==> src/rtl/irq_controller.sv <==
// Wishbone-slave interrupt controller with synchronized irq inputs, pending/mask/mode/in-service registers and a vector port.
// Optional IRQ_ROTATE_EN: rotating priority driven by EOI, with the pointer readable at adr 6.
module irq_controller #(
  parameter int unsigned NUM_IRQ     = 8,
  parameter int unsigned SYNC_STAGES = 2
) (
  input  logic               clk_i,
  input  logic               rst_i,
  input  logic               cyc_i,
  input  logic               stb_i,
  input  logic               we_i,
  input  logic [3:0]         sel_i,
  input  logic [31:0]        adr_i,
  input  logic [31:0]        dat_i,
  output logic [31:0]        dat_o,
  output logic               ack_o,
  input  logic [NUM_IRQ-1:0] irq_i,
  output logic               int_o
);

  typedef enum logic [2:0] {
    A_PEND = 3'd0, A_MASK = 3'd1, A_MODE = 3'd2, A_ISR  = 3'd3,
    A_VEC  = 3'd4, A_EOI  = 3'd5, A_PTR  = 3'd6, A_RSVD = 3'd7
  } addr_e;

  logic [SYNC_STAGES-1:0][NUM_IRQ-1:0] sync_q;
  logic [NUM_IRQ-1:0] s_prev_q, edge_q;
  logic [NUM_IRQ-1:0] pend_q, pend_d, mask_q, mask_d, mode_q, mode_d, isr_q, isr_d;
  logic [NUM_IRQ-1:0] clr, cand, s;
  logic [31:0]        dat_q, rdata;
  logic               ack_q;
  logic [3:0]         ptr, eoi_idx, win_idx;
  logic               cs, acc, wr, rd, vec_ack, eoi_hit, win_valid;
  addr_e              a;
  logic               unused;

  assign unused = ^{adr_i[31:5], adr_i[1:0], sel_i[3:1], dat_i};

`ifdef IRQ_ROTATE_EN
  logic [3:0] ptr_q, ptr_d;
  assign ptr = ptr_q;
`else
  assign ptr = '0;
`endif

  assign s       = sync_q[SYNC_STAGES-1];
  assign cand    = pend_q & ~mask_q;
  assign cs      = cyc_i & stb_i;
  assign acc     = cs & ~ack_q;
  assign wr      = acc & we_i & sel_i[0];
  assign rd      = acc & ~we_i;
  assign a       = addr_e'(adr_i[4:2]);
  assign eoi_idx = dat_i[3:0];

  // Ranks count cyclically from the pointer; an in-service line blocks its own rank and below.
  always_comb begin
    int unsigned blk_rank, best_rank, rank;
    blk_rank  = NUM_IRQ;
    best_rank = NUM_IRQ;
    win_valid = 1'b0;
    win_idx   = '0;
    for (int unsigned i = 0; i < NUM_IRQ; i++) begin
      rank = (i >= 32'(ptr)) ? i - 32'(ptr) : i + NUM_IRQ - 32'(ptr);
      if (isr_q[i] && rank < blk_rank) blk_rank = rank;
    end
    for (int unsigned i = 0; i < NUM_IRQ; i++) begin
      rank = (i >= 32'(ptr)) ? i - 32'(ptr) : i + NUM_IRQ - 32'(ptr);
      if (cand[i] && rank < best_rank && rank < blk_rank) begin
        best_rank = rank;
        win_valid = 1'b1;
        win_idx   = 4'(i);
      end
    end
  end

  assign int_o = win_valid;

  always_comb begin
    mask_d  = mask_q;
    mode_d  = mode_q;
    isr_d   = isr_q;
    pend_d  = pend_q;
    clr     = '0;
    eoi_hit = 1'b0;
    rdata   = '0;
    vec_ack = rd && (a == A_VEC) && win_valid;
    if (wr && a == A_MASK) mask_d = dat_i[NUM_IRQ-1:0];
    if (wr && a == A_MODE) mode_d = dat_i[NUM_IRQ-1:0];
    if (wr && a == A_PEND) clr    = dat_i[NUM_IRQ-1:0];
    for (int unsigned i = 0; i < NUM_IRQ; i++) begin
      if (vec_ack && win_idx == 4'(i)) begin
        clr[i]   = 1'b1;
        isr_d[i] = 1'b1;
      end
      if (wr && a == A_EOI && eoi_idx == 4'(i) && isr_q[i]) begin
        isr_d[i] = 1'b0;
        eoi_hit  = 1'b1;
      end
      if (!mode_d[i])      pend_d[i] = s_prev_q[i];
      else if (!mode_q[i]) pend_d[i] = 1'b0;
      else                 pend_d[i] = (pend_q[i] & ~clr[i]) | edge_q[i];
    end
    case (a)
      A_PEND:  rdata = 32'(pend_q);
      A_MASK:  rdata = 32'(mask_q);
      A_MODE:  rdata = 32'(mode_q);
      A_ISR:   rdata = 32'(isr_q);
      A_VEC:   rdata = {win_valid, 27'd0, win_idx};
`ifdef IRQ_ROTATE_EN
      A_PTR:   rdata = 32'(ptr_q);
`endif
      default: rdata = '0;
    endcase
  end

`ifdef IRQ_ROTATE_EN
  always_comb begin
    ptr_d = ptr_q;
    if (eoi_hit) ptr_d = (eoi_idx == 4'(NUM_IRQ - 1)) ? 4'd0 : eoi_idx + 4'd1;
  end

  always_ff @(posedge clk_i or negedge rst_i) begin
    if (!rst_i) ptr_q <= '0;
    else        ptr_q <= ptr_d;
  end
`endif

  always_ff @(posedge clk_i or negedge rst_i) begin
    if (!rst_i) begin
      sync_q   <= '0;
      s_prev_q <= '0;
      edge_q   <= '0;
      pend_q   <= '0;
      mask_q   <= '1;
      mode_q   <= '0;
      isr_q    <= '0;
      ack_q    <= 1'b0;
      dat_q    <= '0;
    end else begin
      sync_q   <= {sync_q[SYNC_STAGES-2:0], irq_i};
      s_prev_q <= s;
      edge_q   <= s & ~s_prev_q;
      pend_q   <= pend_d;
      mask_q   <= mask_d;
      mode_q   <= mode_d;
      isr_q    <= isr_d;
      ack_q    <= acc;
      if (rd) dat_q <= rdata;
    end
  end

  assign ack_o = ack_q;
  assign dat_o = dat_q;

endmodule

==> config.mk <==
export PLATFORM = sky130hd
export DESIGN_NAME = irq_controller
export DESIGN_NICKNAME = d
export VERILOG_FILES = /design/src/rtl/irq_controller.sv
export SDC_FILE = /design/constraint.sdc
export NUM_CORES = 1
export LEC_CHECK = 0
export BUFFER_PORTS_ARGS = -buffer_cell sky130_fd_sc_hd__buf_4
export CAP_MARGIN = 20
export CORE_UTILIZATION = 25
export DETAILED_ROUTE_END_ITERATION = 7
export GPL_ROUTABILITY_DRIVEN = 0
export SKIP_LAST_GASP = 1
export SLEW_MARGIN = 0
export SYNTH_ARGS = -nofsm -noshare
export SYNTH_HDL_FRONTEND = slang
export SYNTH_SLANG_ARGS = --single-unit
==> constraint.sdc <==
create_clock -name clk_i -period 5.4 [get_ports clk_i]
set_clock_uncertainty 0.2 [all_clocks]
set_input_delay 1.08 -clock clk_i [delete_from_list [all_inputs] [get_ports clk_i]]
set_output_delay 1.08 -clock clk_i [all_outputs]
set_load 0.05 [all_outputs]
==> results.yml, run 1 <==
run_status:
  status: "finished, final reports clean"
power:
  peakVddDrop_mv: 0.127
  swShare_pct: 30.4
  p_sw_w: 0.000463
  p_leak_nw: 1.81
  p_int_w: 0.00106
  power_per_cell_area_nw_per_um2: 375
  clkPwrFrac_pct: 35.4
  combPwrFrac_pct: 21.3
  seqPwrFrac_pct: 43.3
synthesis:
  synth_edf_count: 0
  syn_inst: 288
  synth_area_per_cell_um2: 11.9
  synthTopCellsByArea: "dfrtp_1 48%, dfstp_2 6.1%, mux4_2 5.3%, buf_4 5.0%, mux2_2 3.9%"
  netlist_area_um2: 3420
  synth_warnings: 0
  netlist.area_leader.share_pct: 48.2
  synth_top_area_cell: "dfrtp_1"
  synthTopCellsByCount: "66 x dfrtp_1, 23 x buf_4, 21 x nor2_1"
  synth-seq-cells: 74
  ys_seq_area_share_pct: 54.4
  async_flop_share_pct: 100
  synth_most_common_cell: "dfrtp_1"
  synth-main-ff-cell: "dfrtp_1"
  yosys.cell_types.count: 58
floorplan:
  dieWidth_um: 119
  core_region_area_um2: 13300
  num_io_pins: 115
  die_y_um: 119
  num_rows: 42
  start_util_pct: 25.7
  die_area_um2: 14200
detailed_routing:
  vias: 2297
  drc: 0
  drt-total-wl_um: 7380
  antenna_left: 0
  via_per_inst: 4.52
  drt_iter0_markers: 121
  wl_per_cell_um: 14.5
  dr.pass1.iters: 4
critical_path:
  timing.critical_path.from: "isr_q[4]"
  r2r-start: "ack_o"
  slowest_stage: "or4b_2"
  crit_cells: 6
  crit_path_end_kind: "output pin"
  crit_fanout: 8
  critPathMaxStageDelay_ps: 730
  reg2reg_slack_ps: 2780
  r2r.worst_path.cells: 5
  crit_family: "simple AND/OR/NAND/NOR gates"
  worstSetupStartpointType: "flip-flop"
  cp.required_ps: 4120
  critical_path_class: "reg2out"
  arrival_ps: 2360
  crit_chain: "or4b_2 -> a31oi_1 -> o21bai_1 -> a21boi_0 -> inv_1 -> buf_4"
  critical_path_buf_inv_count: 2
timing:
  period_needed_ps: 3640
  fmax_ghz: 0.275
  hold_ws_ps: 144
  max_slew_margin_pct: 28.0
  final-setup-viol-count: 0
  drv_slew: 0
  fin_crit_sh_pct: 67.5
  finalHoldViolations: 0
  rsz0062_at_grt: "no"
  finalSetupTns_ps: 0
  worst_slew_pin_slew_ps: 1080
cts:
  cts.clk_slew.worst_paths_ps: 60
  holdBufCountCts: 0
  post_cts_resize_count: 0
  cts_root_buf: "clkbuf_16"
  cts_tree: "built"
  cts_buffer_depth: 2
  cts_made_buffers: 9
  cts_setup_buffers: 0
  h-tree-depth: 3
  insertion_delay_ps: 340
  cts_num_sinks: 74
placement:
  io_buffers: 35
  place_hpwl_um: 5230
layout:
  area_growth_pct: 18.5
  antennaDiodeCount: 0
  fillers: 1347
  final_layout_size_suffix_gt1_share_pct: 27.7
  nets: 408
global_route:
  grt_pass1_vias: 2301
  grt_use_total_pct: 11.5
  grt_max_degree: 75
  gr-total-overflow: 0
  grt_first_pass_wirelength_um: 12400
  antenna_found_initial: 0
hold_path:
  hold-path-cell-count: 0
  min_from: "sync_q[3]"
  worstHoldPathType: "reg2reg"
run:
  maxCapViolCount: 0
==> power by group through the flow <==
stage          combinational, W  clock [W]  sequential (W)
2_1_floorplan          0.000220          0        0.000688
3_3_place_gp           0.000318          0        0.000665
3_5_place_dp           0.000324          0        0.000668
4_1_cts                0.000325   0.000553        0.000659
5_1_grt                0.000353   0.000578        0.000667
6_report               0.000324   0.000539        0.000659
==> metrics by stage <==
stage	std cells	instance area [µm²]	total power [W]	worst slack [ps]	util (%)
2_1_floorplan	310	3510	0.000908	2240	-
3_3_place_gp	491	3780	0.000983	1990	28.5
3_5_place_dp	492	3790	0.000993	1960	28.5
4_1_cts	508	4060	0.00154	1750	30.5
5_1_grt	508	4060	0.00160	1620	30.5
6_report	508	4060	0.00152	1760	30.5
==> worst reg2reg max path, stage by stage, from the launching register on <==
cell       delay [ps]
dfrtp_1           390
nand4bb_1         560
or4_4             720
nor3_2            150
nand3b_1          120
a221o_1           350
==> logic make-up (layout without fill, tap and decap cells) <==
kind of cell    count (synthesis)  after routing  synth area share, %
flops                          74             74                 54.4
other cells                     1             23                0.110
buf+inv                        45             67                 7.75
mux                            20             20                 9.21
simple gates                   91             91                 16.5
compound gates                 57             57                 12.0
==> registers in the layout, indices dropped and copies added (netlist names) <==
register,count
ack_o,1
dat_o,9
edge_q,8
isr_q,8
mask_q,8
mode_q,8
pend_q,8
s,8
s_prev_q,8
sync_q,8
==> worst paths after layout <==
kind	end
max reg2reg	pend_q[5]
max in group asynchronous	dat_o[6]
min reg2reg	s[3]
max	int_o
min in group asynchronous	sync_q[2]
min	s[3]
==> routing by layer <==
metal | global-route usage [%] | part of all wire, %
met4 | 4.75 | 2.2
met1 | 14.8 | 46
met3 | 4.79 | 6.4
met2 | 17.0 | 45
met5 | 0 | 0
==> cell usage in the layout (no fill, tap or decap), types with 8 or more instances in the layout <==
cell	instances
clkbuf_16	9
inv_1	14
conb_1	23
dfstp_2	8
nand2b_1	8
mux2_2	12
o21ai_0	12
mux4_2	8
nand2_1	20
buf_4	37
nor2_1	21
dfrtp_1	66
nor2b_1	10
==> final cells by class <==
class	instances	area, µm²	area share [%]
sequential	74	1860	45.9
timing repair buffer	37	278	6.85
tap	176	220	5.43
inverter	14	52.6	1.30
clock buffer	13	250	6.17
clock inverter	3	15.0	0.370
multi-input combinational	191	1380	34.0
Note: power is estimated with default switching activity, not from simulation.
==> run 2, diff against run 1 <==
Clock period 5.4 ns to 3.4 ns, I/O delays scaled along.
==> run 2 against run 1 <==
Critical path depth did not move. Routed wire length fell by 1.5%. Hold slack improved by 1.5 ps. Global-route usage fell by 0.12 points. First-iteration DRC count rose by 26%. Core utilization rose by 0.97 points. Count of clock-buffer cells in the layout fell by 3. Highest routed layer unchanged.
==> results.yml, run 2 (same netlist as run 1, synthesis figures left out) <==
run_status:
  status: "finished, final reports clean"
detailed_routing:
  antenna_left: 0
  drt-total-wl_um: 7270
  via_per_inst: 4.43
  wl_per_cell_um: 14.2
  drc: 0
  vias: 2266
  dr.pass1.iters: 4
  drt_iter0_markers: 152
global_route:
  grt_max_degree: 75
  grt_use_total_pct: 11.4
  grt_busiest_layer: "met2"
  gr-total-overflow: 0
  met3_usage_pct: 3.74
  grt_first_pass_wirelength_um: 12100
  use_met2_pct: 16.7
  antenna_found_initial: 0
  grt_pass1_vias: 2273
  grt_use_met1_pct: 15.1
layout:
  fillers: 1362
  area_growth_pct: 22.3
  nets: 413
  layout_common_cells: "66 x dfrtp_1, 42 x buf_4, 23 x conb_1"
  final_common_cell: "dfrtp_1"
  final_cells: 512
  largest_reg_flops: 9
  final_layout_size_suffix_gt1_share_pct: 29.2
  antennaDiodeCount: 0
cts:
  insertion_delay_ps: 330
  cts_made_buffers: 9
  cts_num_sinks: 74
  cts_root_buf: "clkbuf_16"
  post_cts_resize_count: 0
  cts_setup_buffers: 0
  holdBufCountCts: 0
  cts_buffer_depth: 2
  cts_tree: "built"
  h-tree-depth: 3
  cts.clk_slew.worst_paths_ps: 60
floorplan:
  die_y_um: 119
  num_rows: 42
  start_util_pct: 25.7
  dieWidth_um: 119
  core_region_area_um2: 13300
  die_area_um2: 14200
  num_io_pins: 115
critical_path:
  critical_path_class: "reg2out"
  worstSetupStartpointType: "flip-flop"
  reg2reg_slack_ps: 860
  crit_fanout: 8
  critical_path_buf_inv_count: 2
  critPathMaxStageDelay_ps: 720
  crit_path_end_kind: "output pin"
  slowest_stage: "or4b_2"
  crit_family: "simple AND/OR/NAND/NOR gates"
  crit_chain: "or4b_2 -> a31oi_1 -> o21bai_1 -> a21boi_0 -> inv_1 -> buf_4"
  cp.required_ps: 2520
  arrival_ps: 2310
placement:
  io_buffers: 35
  place_hpwl_um: 5170
  dpl_worst_slack_ps: 508
  placedCellCount: 497
power:
  swShare_pct: 27.3
  peakVddDrop_mv: 0.285
  clkPwrFrac_pct: 41.9
  combPwrFrac_pct: 19.5
  p_int_w: 0.00197
  seqPwrFrac_pct: 38.6
  power_per_cell_area_nw_per_um2: 647
  p_total_w: 0.00271
  p_sw_w: 0.000740
  p_leak_nw: 1.87
timing:
  finalSetupTns_ps: 0
  final-setup-viol-count: 0
  fin_crit_sh_pct: 93.8
  fmax_ghz: 0.314
  max_slew_margin_pct: 38.0
  drv_slew: 0
  rsz0062_at_grt: "no"
  worst_slew_pin_slew_ps: 929
  finalHoldViolations: 0
  period_needed_ps: 3190
  setup_slack_ps: 211
run:
  maxCapViolCount: 0
hold_path:
  worstHoldPathType: "reg2reg"
==> run 2: changes by cell type in the layout (fill, tap and decap cells not counted) <==
cell,before,now
buf_4,37,42
bufinv_16,0,4
clkinv_2,3,0
clkbuf_1,3,1
clkbuf_8,1,0
clkinvlp_4,0,1
==> run 2: path summary, 6_finish.rpt <==
kind,start,to,depth (start not counted)
min in group asynchronous,rst_i,sync_q[2],1
min reg2reg,sync_q[1],s[1],0
max in group asynchronous,rst_i,pend_q[5],1
max reg2reg,ack_o,pend_q[5],5
min,sync_q[1],s[1],0
max,isr_q[4],int_o,6
==> run 2: metal layers <==
| metal | vias up | routed length (µm) |
|---|---|---|
| met4 | 0 | 133 |
| met3 | 9 | 410 |
| met1 | 1106 | 3380 |
| li1 | 1078 | - |
| met5 | - | 0 |
| met2 | 73 | 3350 |
==> run 2: area by class of cell <==
type / instances / area, µm² / area share, %
flip-flops and latches: 74 / 1860 / 44.5
multi-input cells: 191 / 1380 / 32.9
repair buffers: 42 / 315 / 7.53
clock buffers: 10 / 229 / 5.47
well taps: 176 / 220 / 5.26
clock inverters: 5 / 128 / 3.05
inverters: 14 / 52.6 / 1.26
==> run 2: metrics by stage <==
| step | util [%] | hold slack (ps) | instance area [µm²] |
|---|---|---|---|
| after CTS | 31.5 | 148 | 4190 |
| after global routing | 31.5 | 154 | 4190 |
| final | 31.5 | 146 | 4190 |
| after global placement | 28.8 | 133 | 3830 |
| after detailed placement | 28.8 | 136 | 3830 |
| after floorplan | - | 131 | 3510 |
==> run 2: worst register-to-register path, delay by kind of cell (launching register included) <==
family | cells | cell delay (ps)
simple gates | 3 | 1220
compound gates | 2 | 600
flops | 1 | 390
==> run 2: power groups by stage <==
stage	registers, W	logic, W	clock network (W)
3_5_place_dp	0.00106	0.000527	0
4_1_cts	0.00105	0.000528	0.00117
6_report	0.00105	0.000527	0.00114
2_1_floorplan	0.00109	0.000349	0
5_1_grt	0.00106	0.000574	0.00121
3_3_place_gp	0.00106	0.000519	0
